$ cat src/rtl/amo_unit.sv
// Atomic-memory-operation unit: passes ordinary loads/stores straight to the
// membus and expands RV64A LR/SC/AMO requests into read-modify-write sequences.
module amo_unit #(
  parameter int XLEN       = 64,
  parameter int DATA_WIDTH = 64
) (
  input  logic                    clk,
  input  logic                    rst,

  input  logic                    slave_valid,
  output logic                    slave_ready,
  input  logic [XLEN-1:0]         slave_addr,
  input  logic                    slave_wen,
  input  logic [DATA_WIDTH-1:0]   slave_wdata,
  input  logic [DATA_WIDTH/8-1:0] slave_wmask,
  input  logic                    slave_is_amo,
  input  logic [4:0]              slave_amoop,
  input  logic [2:0]              slave_funct3,
  output logic                    slave_rvalid,
  output logic [DATA_WIDTH-1:0]   slave_rdata,

  output logic                    master_valid,
  input  logic                    master_ready,
  output logic [XLEN-1:0]         master_addr,
  output logic                    master_wen,
  output logic [DATA_WIDTH-1:0]   master_wdata,
  output logic [DATA_WIDTH/8-1:0] master_wmask,
  input  logic                    master_rvalid,
  input  logic [DATA_WIDTH-1:0]   master_rdata
);

  localparam int MW = DATA_WIDTH / 8;

  localparam logic [4:0] OP_ADD  = 5'b00000;
  localparam logic [4:0] OP_SWAP = 5'b00001;
  localparam logic [4:0] OP_LR   = 5'b00010;
  localparam logic [4:0] OP_SC   = 5'b00011;
  localparam logic [4:0] OP_XOR  = 5'b00100;
  localparam logic [4:0] OP_OR   = 5'b01000;
  localparam logic [4:0] OP_AND  = 5'b01100;
  localparam logic [4:0] OP_MIN  = 5'b10000;
  localparam logic [4:0] OP_MAX  = 5'b10100;
  localparam logic [4:0] OP_MINU = 5'b11000;
  localparam logic [4:0] OP_MAXU = 5'b11100;

  typedef enum logic [2:0] {
    IDLE,
    AMO_RD,
    AMO_RD_WAIT,
    AMO_WR,
    AMO_WR_WAIT,
    SC_FAIL
  } state_t;

  state_t                  state_q, state_d;
  logic                    pending_q;
  logic [XLEN-1:0]         addr_q;
  logic [4:0]              op_q;
  logic                    is_w_q;
  logic [DATA_WIDTH-1:0]   opnd_q;
  logic [DATA_WIDTH-1:0]   old_q;
  logic [DATA_WIDTH-1:0]   wr_q;
  logic                    resv_v_q;
  logic [XLEN-1:0]         resv_a_q;

  logic                    pt_ok;
  logic                    pt_fire;
  logic                    amo_acc;
  logic                    sc_ok;
  logic                    is_w_in;
  logic [31:0]             ld_word;
  logic [DATA_WIDTH-1:0]   ld_val;
  logic [DATA_WIDTH-1:0]   alu_res;
  logic [DATA_WIDTH-1:0]   sc_wdata;
  logic [MW-1:0]           amo_mask;

  assign is_w_in  = (slave_funct3 == 3'b010);
  assign pt_ok    = !pending_q || master_rvalid;
  assign pt_fire  = !rst && (state_q == IDLE) && slave_valid && !slave_is_amo &&
                    master_ready && pt_ok;
  assign amo_acc  = !rst && (state_q == IDLE) && slave_valid && slave_is_amo && !pending_q;
  assign sc_ok    = resv_v_q && (resv_a_q == slave_addr);
  assign sc_wdata = is_w_in ? {slave_wdata[31:0], slave_wdata[31:0]} : slave_wdata;

  assign ld_word  = addr_q[2] ? master_rdata[63:32] : master_rdata[31:0];
  assign ld_val   = is_w_q ? {{(DATA_WIDTH-32){ld_word[31]}}, ld_word} : master_rdata;
  assign amo_mask = is_w_q ? (addr_q[2] ? 8'hF0 : 8'h0F) : 8'hFF;

  // Both widths are computed; a W result is replicated so it lands in either half.
  always_comb begin
    logic [DATA_WIDTH-1:0] a64, b64, r64;
    logic [31:0]           a32, b32, r32;
    a64 = ld_val;
    b64 = opnd_q;
    a32 = ld_val[31:0];
    b32 = opnd_q[31:0];
    r64 = '0;
    r32 = '0;
    case (op_q)
      OP_ADD:  begin r64 = a64 + b64; r32 = a32 + b32; end
      OP_SWAP: begin r64 = b64;       r32 = b32;       end
      OP_XOR:  begin r64 = a64 ^ b64; r32 = a32 ^ b32; end
      OP_OR:   begin r64 = a64 | b64; r32 = a32 | b32; end
      OP_AND:  begin r64 = a64 & b64; r32 = a32 & b32; end
      OP_MIN:  begin
        r64 = ($signed(a64) < $signed(b64)) ? a64 : b64;
        r32 = ($signed(a32) < $signed(b32)) ? a32 : b32;
      end
      OP_MAX:  begin
        r64 = ($signed(a64) > $signed(b64)) ? a64 : b64;
        r32 = ($signed(a32) > $signed(b32)) ? a32 : b32;
      end
      OP_MINU: begin
        r64 = (a64 < b64) ? a64 : b64;
        r32 = (a32 < b32) ? a32 : b32;
      end
      OP_MAXU: begin
        r64 = (a64 > b64) ? a64 : b64;
        r32 = (a32 > b32) ? a32 : b32;
      end
      default: begin r64 = b64; r32 = b32; end
    endcase
    alu_res = is_w_q ? {r32, r32} : r64;
  end

  always_comb begin
    state_d      = state_q;
    slave_ready  = 1'b0;
    slave_rvalid = 1'b0;
    slave_rdata  = master_rdata;
    master_valid = 1'b0;
    master_addr  = addr_q;
    master_wen   = 1'b0;
    master_wdata = wr_q;
    master_wmask = amo_mask;
    case (state_q)
      IDLE: begin
        master_addr  = slave_addr;
        master_wen   = slave_wen;
        master_wdata = slave_wdata;
        master_wmask = slave_wmask;
        slave_rvalid = pending_q && master_rvalid;
        if (slave_is_amo) begin
          slave_ready = !pending_q;
          if (slave_valid && !pending_q) begin
            if (slave_amoop == OP_SC) state_d = sc_ok ? AMO_WR : SC_FAIL;
            else                      state_d = AMO_RD;
          end
        end else begin
          master_valid = slave_valid && pt_ok;
          slave_ready  = master_ready && pt_ok;
        end
      end
      AMO_RD: begin
        master_valid = 1'b1;
        if (master_ready) state_d = AMO_RD_WAIT;
      end
      AMO_RD_WAIT: begin
        if (master_rvalid) begin
          if (op_q == OP_LR) begin
            slave_rvalid = 1'b1;
            slave_rdata  = ld_val;
            state_d      = IDLE;
          end else begin
            state_d = AMO_WR;
          end
        end
      end
      AMO_WR: begin
        master_valid = 1'b1;
        master_wen   = 1'b1;
        if (master_ready) state_d = AMO_WR_WAIT;
      end
      AMO_WR_WAIT: begin
        if (master_rvalid) begin
          slave_rvalid = 1'b1;
          slave_rdata  = (op_q == OP_SC) ? '0 : old_q;
          state_d      = IDLE;
        end
      end
      SC_FAIL: begin
        slave_rvalid   = 1'b1;
        slave_rdata    = '0;
        slave_rdata[0] = 1'b1;
        state_d        = IDLE;
      end
      default: state_d = IDLE;
    endcase
    if (rst) begin
      slave_ready  = 1'b0;
      master_valid = 1'b0;
      slave_rvalid = 1'b0;
    end
  end

  always_ff @(posedge clk or posedge rst) begin
    if (rst) begin
      state_q   <= IDLE;
      pending_q <= 1'b0;
      addr_q    <= '0;
      op_q      <= '0;
      is_w_q    <= 1'b0;
      opnd_q    <= '0;
      old_q     <= '0;
      wr_q      <= '0;
      resv_v_q  <= 1'b0;
      resv_a_q  <= '0;
    end else begin
      state_q <= state_d;
      if (pt_fire)            pending_q <= 1'b1;
      else if (master_rvalid) pending_q <= 1'b0;
      if (amo_acc) begin
        addr_q <= slave_addr;
        op_q   <= slave_amoop;
        is_w_q <= is_w_in;
        opnd_q <= slave_wdata;
        if (slave_amoop == OP_SC) begin
          wr_q     <= sc_wdata;
          resv_v_q <= 1'b0;
        end
      end
      if ((state_q == AMO_RD_WAIT) && master_rvalid) begin
        if (op_q == OP_LR) begin
          resv_v_q <= 1'b1;
          resv_a_q <= addr_q;
        end else begin
          old_q <= ld_val;
          wr_q  <= alu_res;
        end
      end
    end
  end

endmodule

$ cat config.mk
export PLATFORM = sky130hd
export DESIGN_NAME = amo_unit
export DESIGN_NICKNAME = d
export VERILOG_FILES = /design/src/rtl/amo_unit.sv
export SDC_FILE = /design/constraint.sdc
export NUM_CORES = 2
export LEC_CHECK = 0
export CAP_MARGIN = 20
export CELL_PAD_IN_SITES_DETAIL_PLACEMENT = 2
export CELL_PAD_IN_SITES_GLOBAL_PLACEMENT = 2
export CORE_MARGIN = 2
export CORE_UTILIZATION = 35
export DETAILED_ROUTE_END_ITERATION = 8
export PLACE_DENSITY = 0.85
export SLEW_MARGIN = 20
export SYNTH_ARGS = -nofsm -noshare
export SYNTH_HDL_FRONTEND = slang
export SYNTH_SLANG_ARGS = --single-unit
export TNS_END_PERCENT = 100
$ cat constraint.sdc
create_clock -name clk -period 38.1 [get_ports clk]
set_clock_uncertainty 0.15 [all_clocks]
set_input_delay 11.43 -clock clk [delete_from_list [all_inputs] [get_ports clk]]
set_output_delay 11.43 -clock clk [all_outputs]
set_load 0.02 [all_outputs]
# ---- Word level (Yosys, flattened, before mapping)
# Cells that the tools add are included.
dict set report word_totals {
  register_bits 331
  inputBits 215
}
dict set report op_classes {
  n_addsub 2
  n_reduce_logical 24
  n_mux 56
  n_bitwise 7
  order_cmp 8
  eq_ne 23
}
# op n
set ops {}
lappend ops {{two-way mux 64 bit} 17}
lappend ops {{one-hot mux 64 bit (8 select lines)} 1}
lappend ops {{one-hot mux 32 bit (8 select lines)} 1}
lappend ops {{one-hot mux 64 bit (3 select lines)} 1}
lappend ops {{two-way mux 32 bit} 5}
lappend ops {{greater-than comparator 64 bit} 2}
lappend ops {{< comparator 64 bit} 2}
lappend ops {{adder 64 bit} 1}
lappend ops {{bitwise AND 64 bit} 1}
lappend ops {{== test 64 bit} 1}
lappend ops {{greater-than comparator 32 bit} 2}
lappend ops {{< comparator 32 bit} 2}
lappend ops {{bitwise OR 64 bit} 1}
lappend ops {{XOR 64 bit} 1}
lappend ops {{adder 32 bit} 1}
lappend ops {{bitwise AND 32 bit} 1}
lappend ops {{bitwise OR 32 bit} 1}
lappend ops {{XOR 32 bit} 1}
lappend ops {{two-way mux 3 bit} 8}
lappend ops {{two-way mux 8 bit} 3}
lappend ops {{== test 5 bit, second input constant} 4}
lappend ops {{== test 5 x 2 -> 1 bit, second input constant} 3}
lappend ops {{two-way mux 1 bit} 15}
lappend ops {{one-hot mux 3 bit (5 select lines)} 1}
lappend ops {{20 further kinds} 44}

# ---- Logic depth before layout (Yosys ltp)
dict set report depth {
  ltp_word 8
  ltp_mapped 22
}

# ---- Worst setup path after synthesis
# OpenSTA, ideal clock, no wires.
dict set report synth_path {
  kind {input to output}
  from {input master_rvalid}
  to {output slave_rdata[0]}
  t_arrival_ps 13138
  stages 6
  t_required_ps 26520
  path_slack_ps 13382
  n_path_buf 2
  path_cell_list {clkbuf_1 nand3_1 a311oi_1 clkbuf_1 a21oi_1 o21ai_0}
}
dict set report synth_between {
  elab_chain_len 2
}
# item line
set synth_rtl {}
lappend synth_rtl {{from (decl)} 28} ;# input logic master_rvalid,
lappend synth_rtl {{two-way mux 64 bit, on equally long branches} {175, 159}}
lappend synth_rtl {{one-hot mux 64 bit (3 select lines) (*)} 136} ;# case (state_q)
lappend synth_rtl {{to (decl)} 20} ;# output logic [DATA_WIDTH-1:0] slave_rdata,
# Mark *: on every way between the ends. The rest lies on a longest branch, timed or not.

# ---- Worst setup path in the final report
dict set report layout_path {
  from {input master_rvalid}
  to {output slave_rdata[5]}
}
# The elaborated chain is that of the path after synthesis.

==> results.toml <==
[status]
status = "completed"

[floorplanning]
rows = 102
die_x_um = 285
die-height_um = 285
core_um2 = 77700
start_util_pct = 35.5
io_pins = 419
die_area_um2 = 81000

[critical_path]
criticalPathCategory = "in -> out"
arrival_ps = 14850
cp_max_fo = 67
critPathCaptureType = "output port"
cp-start-kind = "primary input"
cp_top_family = "buffers and inverters"
required_ps = 26520
cp_cell_sequence = "clkdlybuf4s50_1 > nand4_1 > buf_4 > buf_4 > nor2_1 > a221o_1 > clkdlybuf4s50_1"
path_buf_inv = 4
max_stage_delay_ps = 870
critical_path.slowest_cell = "buf_4"

[sta]
worst_hold_slack_ps = 351
tightest_slew_ps = 1300
setup_slack_ps = 11670
finalCritPeriodShare_pct = 69.4
rsz0062_at_grt = "no"
hold_viol = 0
slew_headroom_pct = 10.6
fmax_mhz = 37.8
fin_crit_ps = 26430
setup_violations = 0
fin_setup_tns_ps = 0
slew_violations = 0

[logic_synthesis]
synth_cell_types = 93
syn_area_um2 = 27600
syn_inst = 3645
yosysSeqAreaShare_pct = 30.1
ys_seq_elements = 331
synthFlopType = "dfrtp_1"
synthArstFlopShare_pct = 100
syn_avg_cell_area_um2 = 7.56
synth_fp_nets = 4053
yosysWarnings = 0
synth_edf_count = 0

[final_layout]
n_fill_cell = 8743
area_delta_synth_final_pct = 24.8
final_common_cell = "nand2_1"
drive_gt1_share_pct = 7.20
final_cell_mix = "nand2_1 (929), clkdlybuf4s50_1 (418), dfrtp_1 (328), o21ai_0 (314), a21oi_1 (239)"
layout.nets = 4329
postLayoutCellArea_um2 = 34400

[routing]
num_vias = 33700
drc = 0
avgViaCountPerCell = 6.71
postRouteAntennaNets = 0
drt_iter0_markers = 4279
wl_per_cell_um = 38.2
wirelength_mm = 192
firstDrtPassIters = 5

[flow_run]
max_cap_violations = 0

[cts]
clkTransAtPathRegs_ps = 50
tritoncts = "done"
cts_inserted_buffers = 44
clock_latency_ps = 670
cts_htree_levels = 2
cts_hold_buf = 0
cts_setup_buffers = 0
post_cts_resize_count = 0
cts_root_buf = "clkbuf_16"
cts_sinks = 331
clockBufferDepth = 3

[place]
place_congestion = 0.992
pre_cts_ws_ps = 11830
dp_hpwl_mm = 126
numPortBuffers = 418
place_area_um2 = 32700

[worst_hold_path]
hold_class = "reg -> reg"

[global_route]
antenna_found_initial = 37
overflow = 0
grt_pass1_wl_mm = 263
grt_max_degree = 127
grt_pass1_vias = 35300
grt_usage_pct = 44.5

[power]
power_density_nw_per_um2 = 111
p_leak_nw = 15.5
ir_drop_mv = 0.0567
==> worst paths after layout <==
check	startpoint	end	slack [ps]	cells after the start
max in group asynchronous	rst	opnd_q[18]	23680	4
worst min register to register	old_q[43]	old_q[43]	350	2
worst min-delay path	old_q[43]	old_q[43]	350	2
min in group asynchronous	rst	addr_q[19]	11510	2
worst max register to register	is_w_q	wr_q[52]	28720	17
worst max-delay path	master_rvalid	slave_rdata[5]	11670	7
==> logic make-up after synthesis <==
| group | count (synthesis) | share of synthesized area (%) |
|---|---|---|
| buffers and inverters | 451 | 6.33 |
| adders and majority gates | 193 | 8.79 |
| DFF | 331 | 30.1 |
| AOI/OAI and AO/OA | 1013 | 24.2 |
| muxes | 170 | 6.51 |
| and+or+nand+nor | 1387 | 20.9 |
| xor gates and xnor gates | 100 | 3.18 |
==> flip-flops by register name, indices dropped and copies added (netlist names) <==
name / flops
addr_q: 64
old_q: 64
opnd_q: 64
resv_a_q: 64
wr_q: 64
op_q: 5
state_q: 3
is_w_q: 1
pending_q: 1
resv_v_q: 1
==> synthesized netlist by cell type, types with 23 or more instances <==
library cell,n,share of area (%)
xnor2_1,58,1.8
a211oi_1,28,0.76
dfrtp_1,331,30
a221oi_1,53,1.7
clkbuf_1,220,3.0
a21o_1,27,0.74
o211ai_1,23,0.63
nand2_1,933,13
nand3_1,38,0.69
a221o_1,79,2.9
nor2_1,225,3.1
ha_1,192,8.7
mux2_2,72,2.9
a31oi_1,32,0.73
xor2_1,42,1.3
nand4_1,32,0.73
inv_1,180,2.5
a21oi_1,239,4.3
o21ai_0,314,5.7
mux2i_1,97,3.5
nor3_1,33,0.60
==> power by group <==
| part | internal, W | leakage [nW] | switching [W] | total (W) |
|---|---|---|---|---|
| Clock | 0.000261 | 0.743 | 0.000213 | 0.000473 |
| Sequential | 0.000506 | 4.13 | 0.000198 | 0.000704 |
| Combinational | 0.000827 | 10.6 | 0.00181 | 0.00264 |
| Total | 0.00159 | 15.5 | 0.00222 | 0.00381 |
==> metal layers <==
| metal | up-vias | share of wire, % | track usage, % |
|---|---|---|---|
| met4 | 12 | 10 | 35.6 |
| li1 | 13300 | - | - |
| met5 | - | 0.047 | 1.67 |
| met3 | 877 | 12 | 15.6 |
| met1 | 17100 | 36 | 51.7 |
| met2 | 2468 | 42 | 66.2 |
==> final cells by class <==
type / count / area [um2] / share of cell area, %
multi-input cells: 2863 / 17700 / 51.4
flip-flops and latches: 331 / 8290 / 24.1
repair buffers: 496 / 4790 / 13.9
clock buffers: 69 / 1360 / 3.94
well taps: 1040 / 1300 / 3.78
inverters: 185 / 702 / 2.04
clock inverters: 12 / 195 / 0.567
diodes: 32 / 80.1 / 0.233
==> through the flow <==
step	util, %	cells	total power, W
6_report	44.3	5028	0.00381
5_1_grt	44.2	5018	0.00391
4_1_cts	44.1	4995	0.00363
3_5_place_dp	42.1	4914	0.00306
3_3_place_gp	42.1	4912	0.00298
2_1_floorplan	-	3645	0.00200
==> worst register-to-register path, stage by stage (launching register included) <==
cell and delay (ps):
dfrtp_2 620, inv_2 420, nor2_2 740, buf_4 360
a21oi_1 170, ha_1 630, nor2b_1 90, a2111oi_0 700
o311ai_1 250, a221oi_1 660, o21ai_0 380, a311oi_4 890
mux2i_1 600, or2_1 530, buf_4 610, a222oi_1 340
a31oi_1 820, a2bb2oi_1 330
(Power assumes the default switching activity.)
